### config.mk
export PLATFORM = sky130hd
export DESIGN_NAME = vx_writeback_arb
export DESIGN_NICKNAME = d
export VERILOG_FILES = /design/src/rtl/VX_gpu_pkg.sv /design/src/rtl/vx_wb_skid_buf.sv /design/src/rtl/vx_writeback_arb.sv
export SDC_FILE = /design/constraint.sdc
export NUM_CORES = 1
export LEC_CHECK = 0
export BUFFER_PORTS_ARGS = -buffer_cell sky130_fd_sc_hd__buf_2
export CORE_ASPECT_RATIO = 1.5
export CORE_MARGIN = 2
export CORE_UTILIZATION = 50
export DETAILED_ROUTE_END_ITERATION = 10
export HOLD_SLACK_MARGIN = 0.08
export PLACE_DENSITY = 0.81
export SLEW_MARGIN = 20
export SYNTH_ARGS = -nofsm -noshare
export SYNTH_HDL_FRONTEND = slang
export SYNTH_SLANG_ARGS = --single-unit
### constraint.sdc
create_clock -name clk -period 4.45 [get_ports clk]
set_clock_uncertainty 0.2 [all_clocks]
set_input_delay 0.6675 -clock clk [delete_from_list [all_inputs] [get_ports clk]]
set_output_delay 0.6675 -clock clk [all_outputs]
set_load 0.005 [all_outputs]
### src/rtl/VX_gpu_pkg.sv
// Shared GPU types: the writeback beat carried from functional units to the
// register file, and the writeback arbiter state encoding.
package VX_gpu_pkg;

  typedef struct packed {
    logic [3:0]  wid;
    logic [4:0]  rd;
    logic [31:0] data;
    logic        sop;
    logic        eop;
  } data_t;

  // Bit positions of the framing flags inside a flattened data_t.
  localparam int WB_EOP_BIT = 0;
  localparam int WB_SOP_BIT = 1;

  typedef enum logic {
    WB_ARB_IDLE,
    WB_ARB_LOCKED
  } wb_arb_state_e;

endpackage

### src/rtl/vx_wb_skid_buf.sv
// 2-entry registered FIFO with valid/ready handshakes; full is derived from
// the registered count only, so in_ready never depends on out_ready.
module vx_wb_skid_buf #(
  parameter int DATAW = 8
) (
  input  logic             clk,
  input  logic             reset,
  input  logic             in_valid,
  input  logic [DATAW-1:0] in_data,
  output logic             in_ready,
  output logic             out_valid,
  output logic [DATAW-1:0] out_data,
  input  logic             out_ready
);

  logic [1:0][DATAW-1:0] mem;
  logic                  rd_ptr, wr_ptr;
  logic [1:0]            count;
  logic                  enq, deq;

  assign in_ready  = (count != 2'd2);
  assign out_valid = (count != 2'd0);
  assign out_data  = mem[rd_ptr];
  assign enq       = in_valid && in_ready;
  assign deq       = out_valid && out_ready;

  always_ff @(posedge clk or posedge reset) begin
    if (reset) begin
      mem    <= '0;
      rd_ptr <= 1'b0;
      wr_ptr <= 1'b0;
      count  <= 2'd0;
    end else begin
      if (enq) begin
        mem[wr_ptr] <= in_data;
        wr_ptr      <= ~wr_ptr;
      end
      if (deq) rd_ptr <= ~rd_ptr;
      case ({enq, deq})
        2'b10:   count <= count + 2'd1;
        2'b01:   count <= count - 2'd1;
        default: ;
      endcase
    end
  end

endmodule

### src/rtl/vx_writeback_arb.sv
// Packet-aware round-robin N-to-1 writeback arbiter; a source that starts a
// multi-beat packet keeps the grant until its eop beat is accepted.
module vx_writeback_arb
  import VX_gpu_pkg::*;
#(
  parameter int NUM_INPUTS   = 4,
  parameter int DATAW        = $bits(data_t),
  parameter bit LOCK_PACKETS = 1'b1,
  localparam int SELW        = (NUM_INPUTS > 1) ? $clog2(NUM_INPUTS) : 1
) (
  input  logic                             clk,
  input  logic                             reset,
  input  logic [NUM_INPUTS-1:0]            in_valid,
  input  logic [NUM_INPUTS-1:0][DATAW-1:0] in_data,
  output logic [NUM_INPUTS-1:0]            in_ready,
  output logic                             out_valid,
  output logic [DATAW-1:0]                 out_data,
  output logic [SELW-1:0]                  out_sel,
  input  logic                             out_ready,
  output logic                             locked
);

  wb_arb_state_e    state;
  logic [SELW-1:0]  ptr, owner, grant, ptr_nxt, cidx;
  logic             cand_valid, buf_ready, accept, eop;
  int               idx;

  // Round-robin search from ptr while idle; only the owner competes while locked.
  always_comb begin
    grant      = owner;
    cand_valid = in_valid[owner];
    idx        = 0;
    cidx       = '0;
    if (state == WB_ARB_IDLE) begin
      grant      = ptr;
      cand_valid = 1'b0;
      for (int k = 0; k < NUM_INPUTS; k++) begin
        idx = int'(ptr) + k;
        if (idx >= NUM_INPUTS) idx = idx - NUM_INPUTS;
        cidx = SELW'(idx);
        if (!cand_valid && in_valid[cidx]) begin
          cand_valid = 1'b1;
          grant      = cidx;
        end
      end
    end
  end

  assign accept  = cand_valid && buf_ready && !reset;
  assign eop     = in_data[grant][WB_EOP_BIT];
  assign ptr_nxt = (grant == SELW'(NUM_INPUTS - 1)) ? '0 : grant + 1'b1;
  assign locked  = (state == WB_ARB_LOCKED);

  always_comb begin
    in_ready        = '0;
    in_ready[grant] = accept;
  end

  always_ff @(posedge clk or posedge reset) begin
    if (reset) begin
      state <= WB_ARB_IDLE;
      owner <= '0;
      ptr   <= '0;
    end else if (accept) begin
      if (LOCK_PACKETS && !eop) begin
        state <= WB_ARB_LOCKED;
        owner <= grant;
      end else begin
        state <= WB_ARB_IDLE;
        ptr   <= ptr_nxt;
      end
    end
  end

  vx_wb_skid_buf #(
    .DATAW (DATAW + SELW)
  ) u_buf (
    .clk       (clk),
    .reset     (reset),
    .in_valid  (accept),
    .in_data   ({in_data[grant], grant}),
    .in_ready  (buf_ready),
    .out_valid (out_valid),
    .out_data  ({out_data, out_sel}),
    .out_ready (out_ready)
  );

endmodule

# ---- Word level (Yosys, flattened, before mapping)
# Cells that the tools add are included.
dict set report word_totals {
  reg_bits 99
  output_inout_bits 51
  wordCells 100
}
dict set report op_classes {
  n_addsub 10
  magnitude_cmp 14
  n_eq_ne 4
  muxes 43
  n_bitwise 4
  reduce_logical 17
}
# cell count
set op_table {}
lappend op_table {{45-bit two-way mux} 3}
lappend op_table {{90-bit bitwise mux} 1}
lappend op_table {{43-bit binary-select mux with 2-bit select} 1}
lappend op_table {{45-bit demux with 1-bit select} 1}
lappend op_table {{43-bit two-way mux} 1}
lappend op_table {{2-bit two-way mux} 14}
lappend op_table {{2-bit by 3-bit < comparator with 1-bit output (second input constant)} 6}
lappend op_table {{1-bit two-way mux} 15}
lappend op_table {{1-bit binary-select mux with 2-bit select} 5}
lappend op_table {{2-bit by 1-bit subtractor with 2-bit output (second input constant)} 5}
lappend op_table {{3-bit >= comparator (second input constant)} 3}
lappend op_table {{1-bit logical AND} 9}
lappend op_table {{2-bit by 2-bit adder with 3-bit output (second input constant)} 2}
lappend op_table {{2-bit by 1-bit adder with 2-bit output (second input constant)} 2}
lappend op_table {{4-bit AND} 1}
lappend op_table {{2-bit == test (second input constant)} 2}
lappend op_table {{1-bit zero test} 4}
lappend op_table {{1-bit by 2-bit < comparator with 1-bit output (second input constant)} 2}
lappend op_table {{2-bit case mux with 2 select lines} 1}
lappend op_table {{2-bit AND reduction} 2}
lappend op_table {{2-bit nonzero test} 2}
lappend op_table {{2-bit by 1-bit adder with 3-bit output (second input constant)} 1}
lappend op_table {{2-bit by 3-bit >= comparator with 1-bit output (second input constant)} 1}
lappend op_table {{1-bit inverter} 3}
lappend op_table {{other kinds (5)} 5}

# ---- Depth between registers and ports, before layout
# Gate-level depths: netlist of the first run.
dict set report logic_depth {
  depth_word 24
  mapped_depth 10
  ltp_nobuf 8
}

# ---- Cells and area by module
# Synthesis of the first run repeated with hierarchy kept, for this count alone.
dict set report hier_totals {
  hier_cells 604
  area_unflattened_um2 6329.8
}
# module n_inst cells_each area_per_inst_um2 seq_area_each_um2
set modules_own_cells {}
lappend modules_own_cells {vx_wb_skid_buf 1 258 4458.0 2352.3}
lappend modules_own_cells {vx_writeback_arb 1 346 1871.8 125.1}

# ---- Worst setup path after synthesis of the first run
# No wires, ideal clock.
dict set report synth_path {
  kind {input to output}
  from {in in_valid[2]}
  to {out in_ready[0]}
  t_arrival_ns 2.001
  setup_slack_ns 1.581
  path_stages 9
  path_buffers 3
  path_cell_list {nor3_1 > a211o_1 > o221ai_2 > buf_6 > buf_12 > buf_8 > inv_1 > ha_1 > and2_1}
}
dict set report synth_via {
  elab_chain_len 21
}
# item line
set synth_rtl {}
lappend synth_rtl {{start, declared} vx_writeback_arb.sv:13} ;# input logic [NUM_INPUTS-1:0] in_valid,
lappend synth_rtl {{1-bit binary-select mux with 2-bit select} vx_writeback_arb.sv:41} ;# if (!cand_valid && in_valid[cidx]) begin
lappend synth_rtl {{1-bit two-way mux (not written as such)} vx_writeback_arb.sv:41}
lappend synth_rtl {{1-bit two-way mux} vx_writeback_arb.sv:41}
lappend synth_rtl {{1-bit two-way mux} vx_writeback_arb.sv:34} ;# if (state == WB_ARB_IDLE) begin
lappend synth_rtl {{1-bit zero test} vx_writeback_arb.sv:41}
lappend synth_rtl {{1-bit logical AND} vx_writeback_arb.sv:41}
lappend synth_rtl {{1-bit two-way mux} vx_writeback_arb.sv:41}
lappend synth_rtl {{1-bit two-way mux} vx_writeback_arb.sv:34}
lappend synth_rtl {{[6 not listed]} --}
lappend synth_rtl {{2-bit two-way mux (*)} vx_writeback_arb.sv:41}
lappend synth_rtl {{2-bit two-way mux (*)} vx_writeback_arb.sv:34}
lappend synth_rtl {{net grant[1]} vx_writeback_arb.sv:24} ;# logic [SELW-1:0] ptr, owner, grant, ptr_nxt, cidx;
lappend synth_rtl {{2-bit by 3-bit < comparator with 1-bit output (not written as such) / 2-bit by 1-bit >= comparator with 1-bit output (equally long branches)} vx_writeback_arb.sv:56} ;# in_ready[grant] = accept;
lappend synth_rtl {{1-bit logical AND (not written as such)} vx_writeback_arb.sv:56}
lappend synth_rtl {{1-bit two-way mux (not written as such)} vx_writeback_arb.sv:56}
lappend synth_rtl {{1-bit demux with 2-bit select (*)} vx_writeback_arb.sv:56}
lappend synth_rtl {{4-bit AND (no source line) (*)} --}
lappend synth_rtl {{end, declared} vx_writeback_arb.sv:15} ;# output logic [NUM_INPUTS-1:0] in_ready,
# The timed path passes the listed nets; every way through them passes the cells marked *. The select of a mux whose other input is x is not followed.

# ---- Final worst setup path of the first run
dict set report layout_path {
  from {reg ptr[1]}
  to {out in_ready[2]}
}
dict set report layout_via {
  elab_chain_len 24
}
# item line
set layout_rtl {}
lappend layout_rtl {{start, declared} vx_writeback_arb.sv:24}
lappend layout_rtl {{start signal, assigned} vx_writeback_arb.sv:70} ;# ptr <= ptr_nxt;
lappend layout_rtl {{2-bit by 3-bit >= comparator with 1-bit output / 2-bit by 1-bit subtractor with 2-bit output (equally long branches)} vx_writeback_arb.sv:39} ;# if (idx >= NUM_INPUTS) idx = idx - NUM_INPUTS;
lappend layout_rtl {{2-bit two-way mux} vx_writeback_arb.sv:39}
lappend layout_rtl {{2-bit two-way mux} vx_writeback_arb.sv:34}
lappend layout_rtl {{1-bit binary-select mux with 2-bit select} vx_writeback_arb.sv:41}
lappend layout_rtl {{1-bit two-way mux (not written as such)} vx_writeback_arb.sv:41}
lappend layout_rtl {{1-bit two-way mux} vx_writeback_arb.sv:41}
lappend layout_rtl {{1-bit two-way mux} vx_writeback_arb.sv:34}
lappend layout_rtl {{1-bit zero test} vx_writeback_arb.sv:41}
lappend layout_rtl {{[8 not listed]} --}
lappend layout_rtl {{1-bit logical AND} vx_writeback_arb.sv:41}
lappend layout_rtl {{2-bit two-way mux} vx_writeback_arb.sv:41}
lappend layout_rtl {{2-bit two-way mux} vx_writeback_arb.sv:34}
lappend layout_rtl {{2-bit by 3-bit < comparator with 1-bit output (not written as such) / 2-bit by 1-bit >= comparator with 1-bit output (equally long branches)} vx_writeback_arb.sv:56}
lappend layout_rtl {{1-bit logical AND (not written as such)} vx_writeback_arb.sv:56}
lappend layout_rtl {{1-bit two-way mux (not written as such)} vx_writeback_arb.sv:56}
lappend layout_rtl {{1-bit demux with 2-bit select} vx_writeback_arb.sv:56}
lappend layout_rtl {{4-bit AND (no source line) (*)} --}
# Every way passes the cells marked *; elsewhere a longest branch is shown, timed or not. The select of a mux whose other input is x is not followed.

==> results of run 1 <==
## cell type report
class                   instances  area (um2)  share of cell area
inverters                       9        38.8             0.00513
repair buffers                237        1210               0.160
multi-input cells             327        3360               0.445
flip-flops and latches         99        2480               0.328
clock buffers                  12         236              0.0313
clock inverters                 3        40.0             0.00530
well taps                     153         191              0.0253
## flip-flops by register name, indices dropped and copies added (netlist names)
signal	flops
u_buf.wr_ptr	1
ptr	2
owner	2
locked	1
u_buf.rd_ptr	1
u_buf.count	2
u_buf.mem	90
## power by group through the flow
stage,sequential [mW],clock [mW],combinational (mW)
floorplan,1.56,0,2.63
global placement,1.70,0,3.13
detailed placement,1.75,0,3.26
CTS,1.74,0.765,3.28
global route,1.81,0.798,3.53
finish,1.75,0.746,3.22
## worst max-delay path: cells and delay by family, from the launching register on
kind | cells | cell delay [ns]
fa+ha+maj | 1 | 0.21
mux | 1 | 0.25
simple gates | 2 | 0.24
buf+inv | 2 | 0.52
flops | 1 | 0.49
compound gates | 1 | 0.34
## stage by stage
| step | utilization | instance area, um2 |
|---|---|---|
| floorplan | - | 6090 |
| global placement | 0.609 | 7280 |
| detailed placement | 0.609 | 7280 |
| CTS | 0.632 | 7560 |
| global route | 0.632 | 7560 |
| finish | 0.632 | 7560 |
## worst min path at each step
stage | startpoint | end | slack [ns] | cells after the start
2_1_floorplan | u_buf.mem[45] | u_buf.mem[45] | 0.25 | 2
3_3_place_gp | u_buf.mem[41] | u_buf.mem[41] | 0.26 | 1
3_5_place_dp | u_buf.mem[29] | u_buf.mem[29] | 0.27 | 1
4_1_cts | u_buf.mem[29] | u_buf.mem[29] | 0.29 | 1
5_1_grt | u_buf.mem[48] | u_buf.mem[48] | 0.30 | 1
6_report | u_buf.mem[29] | u_buf.mem[29] | 0.28 | 1
## metal layers
metal	vias to the layer above	part of all wire
met5	-	0
met4	0	0.035
met2	168	0.55
li1	2122	-
met3	35	0.048
met1	2212	0.36
## cell families after synthesis
family	after synthesis
and+or+nand+nor	31
DFF	99
adders and majority gates	5
AOI/OAI and AO/OA	24
xor gates and xnor gates	5
buffers and inverters	40
muxes	262
## Yosys cell counts (all sizes together)
cell type / n / area share
nand2: 10 / 0.0062
a221oi: 1 / 0.0014
o22a: 1 / 0.0014
o211a: 1 / 0.0016
nor3: 1 / 0.00082
o21ai: 6 / 0.0049
a21boi: 2 / 0.0025
o2bb2ai: 2 / 0.0029
nand2b: 3 / 0.0031
o221ai: 1 / 0.0025
mux2: 130 / 0.26
a31oi: 1 / 0.0010
inv: 9 / 0.0060
a21oi: 6 / 0.0049
dfrtp: 99 / 0.41
xnor2: 3 / 0.0043
buf: 23 / 0.034
mux4: 1 / 0.0037
clkbuf: 8 / 0.0068
mux2i: 131 / 0.22
and2: 7 / 0.0072
xor2: 2 / 0.0029
or4: 1 / 0.0012
or2: 1 / 0.0010
ha: 5 / 0.010
nor2b: 2 / 0.0021
o22ai: 1 / 0.0010
a41oi: 1 / 0.0014
a211o: 1 / 0.0014
nor2: 6 / 0.0037
==> results, run 1 <==
- The overall track demand over capacity in global routing is 0.226.
- The total of flip-flops plus latches after synthesis is 99.
- In this run the critical register-to-register path is captured at u_buf.mem[58].
- Walking the worst path, the cells encountered are mux2i_1 -> nand2_1 -> a41oi_4 -> buf_4 -> ha_1 -> and2_1 -> buf_2.
- The post-synthesis net count is 650.
- The endpoint of the worst setup timing path is in_ready[2].
- The critical setup path kind is reg -> out.
- The initial utilization of the core area, before any placement, comes to 0.509.
- The number of placement rows is 49.
- The detail-routed net length per standard cell is 17.0 um.
- After synthesis, the mean cell area works out to 13.1 um2.
- The total via count after detailed routing is 4537.
- For this run, the number of standard cells in the final layout without fillers is 840.
- After detailed placement, the design holds a cell count of 825.
- The data arrival time of the critical path is 2.38 ns.
- In this run the tightest slew margin relative to its limit is 0.428.
- The clock buffer count from CTS is 9.
- The mapped cell area is 6090 um2.
- The depth of the CTS H-tree is 3.
- The library cell contributing the largest single delay on the critical path is sky130_fd_sc_hd__dfrtp_1.
- In this run the static leakage power is 3.85 nW.
- The via count of the first global-routing pass is 4965.
- At the pin with the least slew margin, the transition time is 0.858 ns.
- The tightest hold path in the finished design has a slack of 0.283 ns.
- The switching power total is 2.14 mW.
- Setup repair after global routing left no endpoint under its margin.
- The I/O pin total is 230.
- The die covers 13100 um2.
- For met3 alone, demand over resource in global routing was 0.0326.
- Setup slack on the critical path of the routed design comes to 1.20 ns.
- The cell-internal power is 3.58 mW.
- In this run, post-CTS hold repair placed 0 buffers.
- 0 antenna diodes ended up in the layout.
- The placed wire-length estimate is 10500 um.
- The clock tree from TritonCTS is yes.
- Of the synthesized area, sequential elements account for 0.407.
- The congestion estimate from routability-driven global placement came to 0.790.
- The clock input transition at the sequential cells of the worst setup and hold paths is 0.06 ns.
- The CTS sink count is 99.
- The fraction of the mapped netlist area in compound gates was 0.0271.
- In this run, distinct cell masters in the synthesized netlist total 41.
- The layer flagged by global routing as most heavily used is met2.
- The wire length reported by the detailed router is 14300 um.
- The worst register-to-register path begins at ptr[1].
- The cell count after synthesis came out at 466.
- The share of power burned in the clock network is 0.131.
- Measured against the total synthesized area, the mux share comes to 0.476.
- The post-synthesis share of cell area spent on and, or, nand and nor gates is 0.0253.
- The sort of element at the end of the critical path is an output port.
- The smallest clock period supported by the final layout is computed as 3.25 ns.
- After synthesis, the largest family of logic cells by area is multiplexers.
- The count of antenna-violating nets left after detailed routing is 0.
- The XOR/XNOR share of the synthesized area is 0.00719.
- In the final design database the tool counted 867 nets.
- The beginning of the critical path is ptr[1].
- The first global-routing pass estimated 23300 um of wire.
- The first detailed-routing pass took 5 iterations.
- The flow ran to the end, and the final reports show no timing, DRC or antenna violations.
- The y dimension of the die is 139 um.
- The number of maximum-capacitance constraint violations is 0.
- Compared with the post-synthesis result, the final layout area differs by 24.1%.
- The via density per instance is 5.40.
- Yosys printed 0 warnings.
- The final count of pins violating max slew is 0.
- The sort of element at the start of the critical path is a flip-flop.
- Of the cells placed in the final design, the portion with a size suffix greater than 1 is 0.495.
- The met2 usage is 0.429.
- For this run, design rule violations remaining after detail routing come to 0.
- The tree is rooted in a sky130_fd_sc_hd__clkbuf_16.
- The number of I/O port buffers is 229.
- The top achievable clock speed is 308 MHz.
- The commonest non-fill, non-tap cell in the layout is sky130_fd_sc_hd__buf_2.
- The power density over the cells is 756 nW/um2.
- For met1 alone, demand over resource in global routing was 0.234.
- The share of synthesized cell area in full adder, half adder and majority cells is 0.0103.
- The final sum of negative setup slack is 0 ns.
- The first routing iteration left 105 violations.
- The worst hold path belongs to the class reg -> reg.
- Gates resized during post-CTS repair numbered 0.
- OpenSTA, run right after detailed placement, puts the worst setup slack at 1.09 ns.
- The core area is 12000 um2.
- The final setup violation count is 0.
- The cell depth of the worst flop-to-flop path is 7.
- The register-to-register setup slack is 1.44 ns.
- The largest single stage delay on the critical path is 0.49 ns.
- The maximum buffer depth of the clock tree is 2.
- The share of total power dissipated in combinational logic is 0.564.
- The proportion of total power due to net switching is 0.374.
- The sum of internal, switching and leakage power is 5.71 mW.
- The clock network latency to the later pin of the worst-skew pair is 0.34 ns.
- In the layout the commonest cells are sky130_fd_sc_hd__buf_2, sky130_fd_sc_hd__mux2i_1, sky130_fd_sc_hd__dfrtp_1, sky130_fd_sc_hd__mux2_2, sky130_fd_sc_hd__mux2_1.
- The post-route fraction of the period consumed by the critical path is 0.731.
- The filler cells instantiated in the layout total 953.
- After global routing the overflow that remains totals 0.
- At the worst endpoint, the required time is 3.58 ns.
- Along the worst path, the maximum fanout reaches 20.
- In this run the horizontal extent of the chip is 94.1 um.
- The largest net degree at the start of global routing is 72.
- The sequential share of power is 0.306.
- The number of hold-slack violations in the final timing report is 0.
- The initial antenna violation count was 0.
- The total setup buffers inserted after CTS is 0.
- IR analysis of the VDD net gives a maximum drop of 0.344 mV.
No activity file was read; power rests on OpenSTA's default activity.
==> run 2, diff against run 1 <==
==> constraint.sdc (replaced) <==
create_clock -name clk -period 3.1 [get_ports clk]
set_clock_uncertainty 0.2 [all_clocks]
set_input_delay 0.465 -clock clk [delete_from_list [all_inputs] [get_ports clk]]
set_output_delay 0.465 -clock clk [all_outputs]
set_load 0.005 [all_outputs]
==> run 2 against run 1 <==
Compared with the run above: sequential cell count stayed put; sequential share of layout area decreased by 0.69 points; critical path depth did not move; via count decreased by 1.3%; hold slack got worse by 0.0036 ns; register-to-register slack worse by 1.1 ns; critical path type unchanged; critical endpoint is now in_ready[3]; largest cell class unchanged; largest power group unchanged.
==> results, run 2 (same netlist as run 1, synthesis figures left out) <==
- The flow ran to the end, and the final reports show no timing, DRC or antenna violations.
- The via density per instance is 5.28.
- The total number of cells along the worst setup path is 7.
- The root buffer cell chosen for the clock tree is sky130_fd_sc_hd__clkbuf_16.
- The global-route wire length before repair is 22900 um.
- Data arrives at the worst endpoint at 2.24 ns.
- For the worst-skew pair, the clock arrives at the later sink with an insertion delay of 0.34 ns.
- The CTS sink count is 99.
- The width of the chip is 94.1 um.
- The critical path is of the reg -> out type.
- The core region is 12000 um2.
- Summing all multi-input logic gate instances after layout gives 3360 um2.
- The library cell used most frequently in the layout, excluding fill and tap cells, is sky130_fd_sc_hd__buf_2.
- After the first detailed-routing iteration, the DRC count stood at 83.
- The sort of element at the end of the critical path is an output port.
- The detail route stage leaves a number of antenna-violating nets equal to 0.
- The post-route fraction of the period consumed by the critical path is 0.939.
- IR analysis of the VDD net gives a maximum drop of 0.658 mV.
- Across the run, the number of max-cap violations was 0.
- The clock input transition at the sequential cells of the worst setup and hold paths is 0.07 ns.
- The clock tree from TritonCTS is yes.
- Post-CTS timing repair inserted 0 buffers for setup.
- The area of all sequential standard cells is 2480 um2.
- The floorplan has 49 rows.
- The floorplan step set the die height to 139 um.
- The beginning of the critical path is ptr[1].
- The final count of pins violating max slew came to 0.
- The DRC violations left is 0.
- The routed design could run at a clock period as short as 2.91 ns.
- Routability-driven placement finished with a final weighted congestion of 0.856.
- In this run the static leakage power is 3.92 nW.
- The overflow left after global routing is 0.
- The number of I/O port buffers is 229.
- The antenna diode instance count is 0.
- On the critical path, the stage with the largest delay is an instance of sky130_fd_sc_hd__dfrtp_1.
- The top achievable clock speed is 344 MHz.
- The synthesis-to-finish area growth is 26.7%.
- The cell area after layout is 7710 um2.
- The register with the most flip-flops in the final layout is u_buf.mem.
- The via count of the first global-routing pass is 4841.
- The class of the most critical hold timing path is reg -> reg.
- The final sum of negative setup slack is 0 ns.
- Leaving out fill and tap cells, the most frequent cells in the layout are sky130_fd_sc_hd__buf_2, sky130_fd_sc_hd__mux2i_1, sky130_fd_sc_hd__dfrtp_1, sky130_fd_sc_hd__mux2_2, sky130_fd_sc_hd__mux2_1.
- The largest stage delay on the critical path is 0.49 ns.
- Setup repair after global routing left no endpoint under its margin.
- Setup violations remaining at the end of the flow were counted as 0.
- The worst setup path is launched from a flip-flop.
- 230 I/O pins were placed.
- The initial antenna violation count is 0.
- The worst setup slack after placement is 0.191 ns.
- The kind of cell with the highest combined delay along the critical path is flip-flops.
- The wire length reported by the detailed router is 14000 um.
- Traced cell by cell, the critical path runs through mux2i_1 -> nand2_1 -> a41oi_4 -> inv_1 -> ha_1 -> and2_1 -> buf_2.
- The beginning of the worst register-to-register path is owner[0].
- The overall track demand over capacity in global routing is 0.220.
- The required time reported for the critical path endpoint is 2.43 ns.
- Counting both buffers and inverters, the worst setup path holds a total of 2.
- For this run, the detailed router's first-pass iteration total came to 4.
- In the final routed layout, each cell accounts on average for 16.5 um.
- The cell depth of the worst flop-to-flop path is 7.
- The total placed instance area is 7410 um2.
- Setup slack closes at 0.190 ns.
- The number of nets at the end of the flow is 875.
- The worst hold path begins at u_buf.mem[30].
- The die outline area is 13100 um2.
- The worst pin sits at a relative slew slack of 0.406.
- The worst hold margin is 0.280 ns.
- Measured on the finished design, the core utilization comes to 0.645.
- Including well taps, the total number of placed cells is 832.
- In this run, CTS created clock tree buffers numbering 9.
- The depth of the CTS H-tree is 3.
- The design draws 8.42 mW.
- The detailed router placed 4480 vias in this run.
- The clock passes through at most 2 buffers.
- Along the worst hold path, the cell count comes to 1.
- The share of layout cells above drive strength 1 is 0.501.
- The actual transition at the worst max-transition pin is 0.889 ns.
- The power density over the cells is 1090 nW/um2.
- The maximum net fanout on the critical path is 9.
- The register with the most flip-flops in the layout has 90 of them.
- Leaving out filler cells and counting taps, the final layout contains 848.
- The number of hold-slack violations in the final timing report is 0.
- Once detailed placement completed, the half-perimeter wirelength came to 10700 um.
- The initial cell density of the core is 0.509.
- Entering global routing, the biggest net connects 48 pins.
- The filler cells instantiated in the layout total 973.
run 2: cell types whose count changed in the layout (fill, tap and decap cells not counted), sizes merged:
cell | before | now
clkinvlp | 0 | 1
clkbuf | 12 | 13
buf | 237 | 244
inv | 9 | 8
dlygate4sd3 | 0 | 1
clkinv | 2 | 1
run 2: routing by layer:
| metal | routed length, um | up-vias | GRT usage |
|---|---|---|---|
| li1 | - | 2131 | - |
| met4 | 265 | 0 | 0.0679 |
| met3 | 643 | 26 | 0.0429 |
| met1 | 5300 | 2166 | 0.242 |
| met2 | 7800 | 157 | 0.415 |
| met5 | 0 | - | 0 |
run 2: worst paths after layout:
check / to / slack (ns)
worst max-delay path: in_ready[3] / 0.19
worst min-delay path: u_buf.mem[30] / 0.28
worst max register to register: u_buf.mem[38] / 0.31
worst min register to register: u_buf.mem[30] / 0.28
max in group asynchronous: u_buf.mem[33] / 1.39
min in group asynchronous: u_buf.mem[65] / 0.56
run 2: what timing repair did:
action | in CTS | in global routing
gates resized for setup | 0 | 0
hold buffers | 1 | 0
endpoints found under the hold margin | 25 | 0
run 2: power breakdown:
| group | internal, mW | total, mW | switching [mW] |
|---|---|---|---|
| Sequential | 1.98 | 2.44 | 0.467 |
| Clock | 0.664 | 1.11 | 0.446 |
| Combinational | 2.68 | 4.87 | 2.18 |
run 2: area by class of cell:
cell class              instances  area share
flip-flops and latches         99       0.321
inverters                       9     0.00519
clock buffers                  13      0.0337
clock inverters                 2     0.00454
repair buffers                245       0.174
multi-input cells             327       0.436
well taps                     153      0.0248
==> run 3, diff against run 2 <==
--- a/config.mk
+++ b/config.mk
@@ -8,10 +8,10 @@
 export BUFFER_PORTS_ARGS = -buffer_cell sky130_fd_sc_hd__buf_2
 export CORE_ASPECT_RATIO = 1.5
 export CORE_MARGIN = 2
-export CORE_UTILIZATION = 50
+export CORE_UTILIZATION = 45
 export DETAILED_ROUTE_END_ITERATION = 10
 export HOLD_SLACK_MARGIN = 0.08
-export PLACE_DENSITY = 0.81
+export PLACE_DENSITY = 0.77
 export SLEW_MARGIN = 20
 export SYNTH_ARGS = -nofsm -noshare
 export SYNTH_HDL_FRONTEND = slang
==> constraint.sdc (replaced) <==
create_clock -name clk -period 2.65 [get_ports clk]
set_clock_uncertainty 0.2 [all_clocks]
set_input_delay 0.3975 -clock clk [delete_from_list [all_inputs] [get_ports clk]]
set_output_delay 0.3975 -clock clk [all_outputs]
set_load 0.005 [all_outputs]
==> run 3 against run 2 <==
Compared with the run above: register-to-register slack worse by 0.28 ns; clock-buffer cell count decreased by 1; via count grew 2.6%; sequential power rose by 12%; die area grew 11%; sequential cell count is the same; routed wire length grew 1.3%; highest routed layer unchanged.
==> results, run 3 (same netlist as run 1, synthesis figures left out) <==
- For this design, the sink count on the clock tree is 99.
- For this run, the total global-route usage over all layers was measured as 0.194.
- The number of search-and-repair iterations in the first detailed-routing pass is 4.
- The number of antenna diodes in the final layout is 0.
- Once detailed placement completed, the half-perimeter wirelength came to 10500 um.
- In this run the tool buffered the top-level ports with 229 buffer cells.
- The floorplan step set the die height to 146 um.
- The number of hold-slack violations in the final timing report is 0.
- The power density over the cells is 1310 nW/um2.
- The initial cell density of the core is 0.456.
- The beginning of the worst register-to-register path is owner[1].
- The core area is 13300 um2.
- From left edge to right edge, the die measures 99.0 um.
- Counting cells, the worst reg-to-reg path comes to 8.
- The routability-driven placement congestion ratio is 0.830.
- Across the run, the number of max-cap violations was 0.
- At the pin with the least slew margin, the transition time is 0.548 ns.
- The final setup violation count is 0.
- Measured against its own limit, the worst slew margin works out to 0.635.
- The depth of the CTS H-tree is 3.
- From synthesis to final layout, the design area changed by 31.4%.
- The required time reported for the critical path endpoint is 2.67 ns.
- Data on the critical path arrives at its endpoint at 2.64 ns.
- Dividing the detail-routed wire length by the instance count gives 16.1 um.
- The final count of pins violating max slew is 0.
- Of the cells placed in the final design, the portion with a size suffix greater than 1 is 0.524.
- The area of all sequential standard cells is 2480 um2.
- The signal on the critical path passes through inv_1 -> a211o_1 -> o221ai_4 -> buf_4 -> buf_12 -> mux2i_1 -> o22a_1 -> mux2_4.
- The worst setup path is captured at a flip-flop.
- The number of cells traversed by the worst hold path is 3.
- Cell internal power was estimated by the tool at 6.73 mW.
- Summed over all cells, the static leakage comes to 4.06 nW.
- Prior to clock tree synthesis, the placed netlist has a worst setup slack of -0.0348 ns.
- The library cells used most frequently in the layout, excluding fill and tap cells, are sky130_fd_sc_hd__buf_2, sky130_fd_sc_hd__mux2i_1, sky130_fd_sc_hd__dfrtp_1, sky130_fd_sc_hd__mux2_2, sky130_fd_sc_hd__mux2_1.
- Grouping stages by cell kind, the critical path spends the most delay in compound AO/OA/AOI/OAI gates.
- STA classifies the critical path startpoint as a flip-flop.
- The capture instance of the worst register-to-register path is ptr[1].
- The clock tree from TritonCTS is yes.
- The post-route fraction of the period consumed by the critical path is 0.989.
- In this run the register-to-register setup slack is 0.03 ns.
- The flow ran to the end, and the final reports show no timing, DRC or antenna violations.
- The filler cell count in the final layout is 1091.
- Clock tree synthesis inserted a total of 9 buffers.
- The maximum net fanout on the critical path is 15.
- The via density per instance is 5.23.
- Counting both buffers and inverters, the worst setup path holds a total of 3.
- Counting I/O delays and the setup requirement, the final critical path takes 2.62 ns.
- The maximum buffer depth of the clock tree is 2.
- Once routing completed, OpenROAD measured the worst setup slack at 0.0302 ns.
- The count of antenna-violating nets left after detailed routing is 0.
- The wire length reported by the detailed router is 14200 um.
- The number of violations reported at the end of detailed-routing iteration 0 is 113.
- Clock latency on the worst-skew pair, taken at its later pin, is 0.34 ns.
- The largest net degree at the start of global routing is 100.
- The number of placement rows is 52.
- The combinational share of power is 0.608.
- Of the total power, the clock network draws 0.131.
- The first global-routing pass estimated 22900 um of wire.
- The critical path starts at owner[1].
- The setup path with the least slack is of type reg -> reg.
- The multi-input combinational cells in the finished layout cover a total of 3370 um2.
- The die covers 14500 um2.
- The top achievable clock speed is 382 MHz.
- The total via count after detailed routing is 4598.
- The tree is rooted in a sky130_fd_sc_hd__clkbuf_16.
- The sum of internal, switching and leakage power is 10.5 mW.
- The destination of the worst hold path is u_buf.rd_ptr.
- The via count of the first global-routing pass was 5012.
- The clock input transition at the sequential cells of the worst setup and hold paths is 0.07 ns.
- In this run the count of I/O pins placed on the die edge is 230.
- The share of total power dissipated in sequential elements is 0.261.
- The startpoint identified for the worst hold timing path is out_ready.
- After the last flow step, the layout net total stands at 897.
- The class of the most critical hold timing path is in -> reg.
- The worst supply voltage drop on vdd is 0.610 mV.
- After detailed routing, the number of remaining DRC violations is 0.
- Counting flops per register, the top entry is u_buf.mem.
- The overflow left after global routing is 0.
- Of the total power, the share spent switching nets is 0.358.
- The largest single stage delay on the critical path is 0.40 ns.
- The register with the most flip-flops in the layout has 90 of them.
- The commonest non-fill, non-tap cell in the layout is sky130_fd_sc_hd__buf_2.
- The initial antenna violation count was 0.
- The slowest stage of the critical path is the sky130_fd_sc_hd__dfrtp_1 cell.
- Hold timing on the final database bottoms out at a slack of 0.236 ns.
- The switching power total is 3.75 mW.
run 3: metal layers:
layer  GRT usage  vias up  part of all wire
met5           0        -                 0
met1       0.208     2226              0.37
met3      0.0302       26             0.052
li1            -     2183                 -
met4      0.0945        0             0.026
met2       0.363      163              0.55
run 3: repair_timing:
action                     in CTS  in global routing
gates resized for setup         3                  6
setup buffers                   4                  7
setup endpoints to repair       4                  9
hold endpoints to repair       99                  0
gates cloned                    1                  0
pin swaps                       2                  2
hold buffers                    1                  0
run 3: power by group through the flow:
stage / combinational, mW / sequential, mW / clock [mW]
finish: 6.38 / 2.74 / 1.37
CTS: 6.34 / 2.74 / 1.41
detailed placement: 6.14 / 2.75 / 0
global route: 6.89 / 2.84 / 1.49
floorplan: 4.41 / 2.62 / 0
global placement: 5.93 / 2.68 / 0
run 3: cell type report:
type,instances,share of cell area
tap,162,0.0253
sequential,99,0.310
clock buffer,12,0.0296
multi-input combinational,327,0.422
inverter,9,0.00500
timing repair buffer,267,0.199
clock inverter,4,0.00938
run 3: worst register-to-register path, stage by stage, from the launching register on:
cell and delay [ns]:
sky130_fd_sc_hd__dfrtp_1 0.40, sky130_fd_sc_hd__inv_1 0.05, sky130_fd_sc_hd__a211o_1 0.32, sky130_fd_sc_hd__o221ai_4 0.27, sky130_fd_sc_hd__buf_4 0.18, sky130_fd_sc_hd__buf_12 0.16, sky130_fd_sc_hd__mux2i_1 0.36, sky130_fd_sc_hd__o22a_1 0.25
sky130_fd_sc_hd__mux2_4 0.31
run 3: worst max path at each step:
stage	slack (ns)	to	cells past startpoint
final	0.03	ptr[1]	8
after CTS	0.02	in_ready[3]	7
after global routing	-0.05	ptr[1]	8
after global placement	0.11	ptr[1]	8
after detailed placement	-0.03	u_buf.mem[56]	9
after floorplan	0.28	in_ready[0]	9
run 3: metrics by stage:
stage               TNS [ns]  instance area (um2)  cells   util
floorplan                  0                 6090    466      -
global placement           0                 7540    851  0.566
detailed placement   -0.0348                 7540    851  0.566
CTS                        0                 7930    873  0.595
global route         -0.0630                 8000    880  0.600
finish                     0                 8000    880  0.600
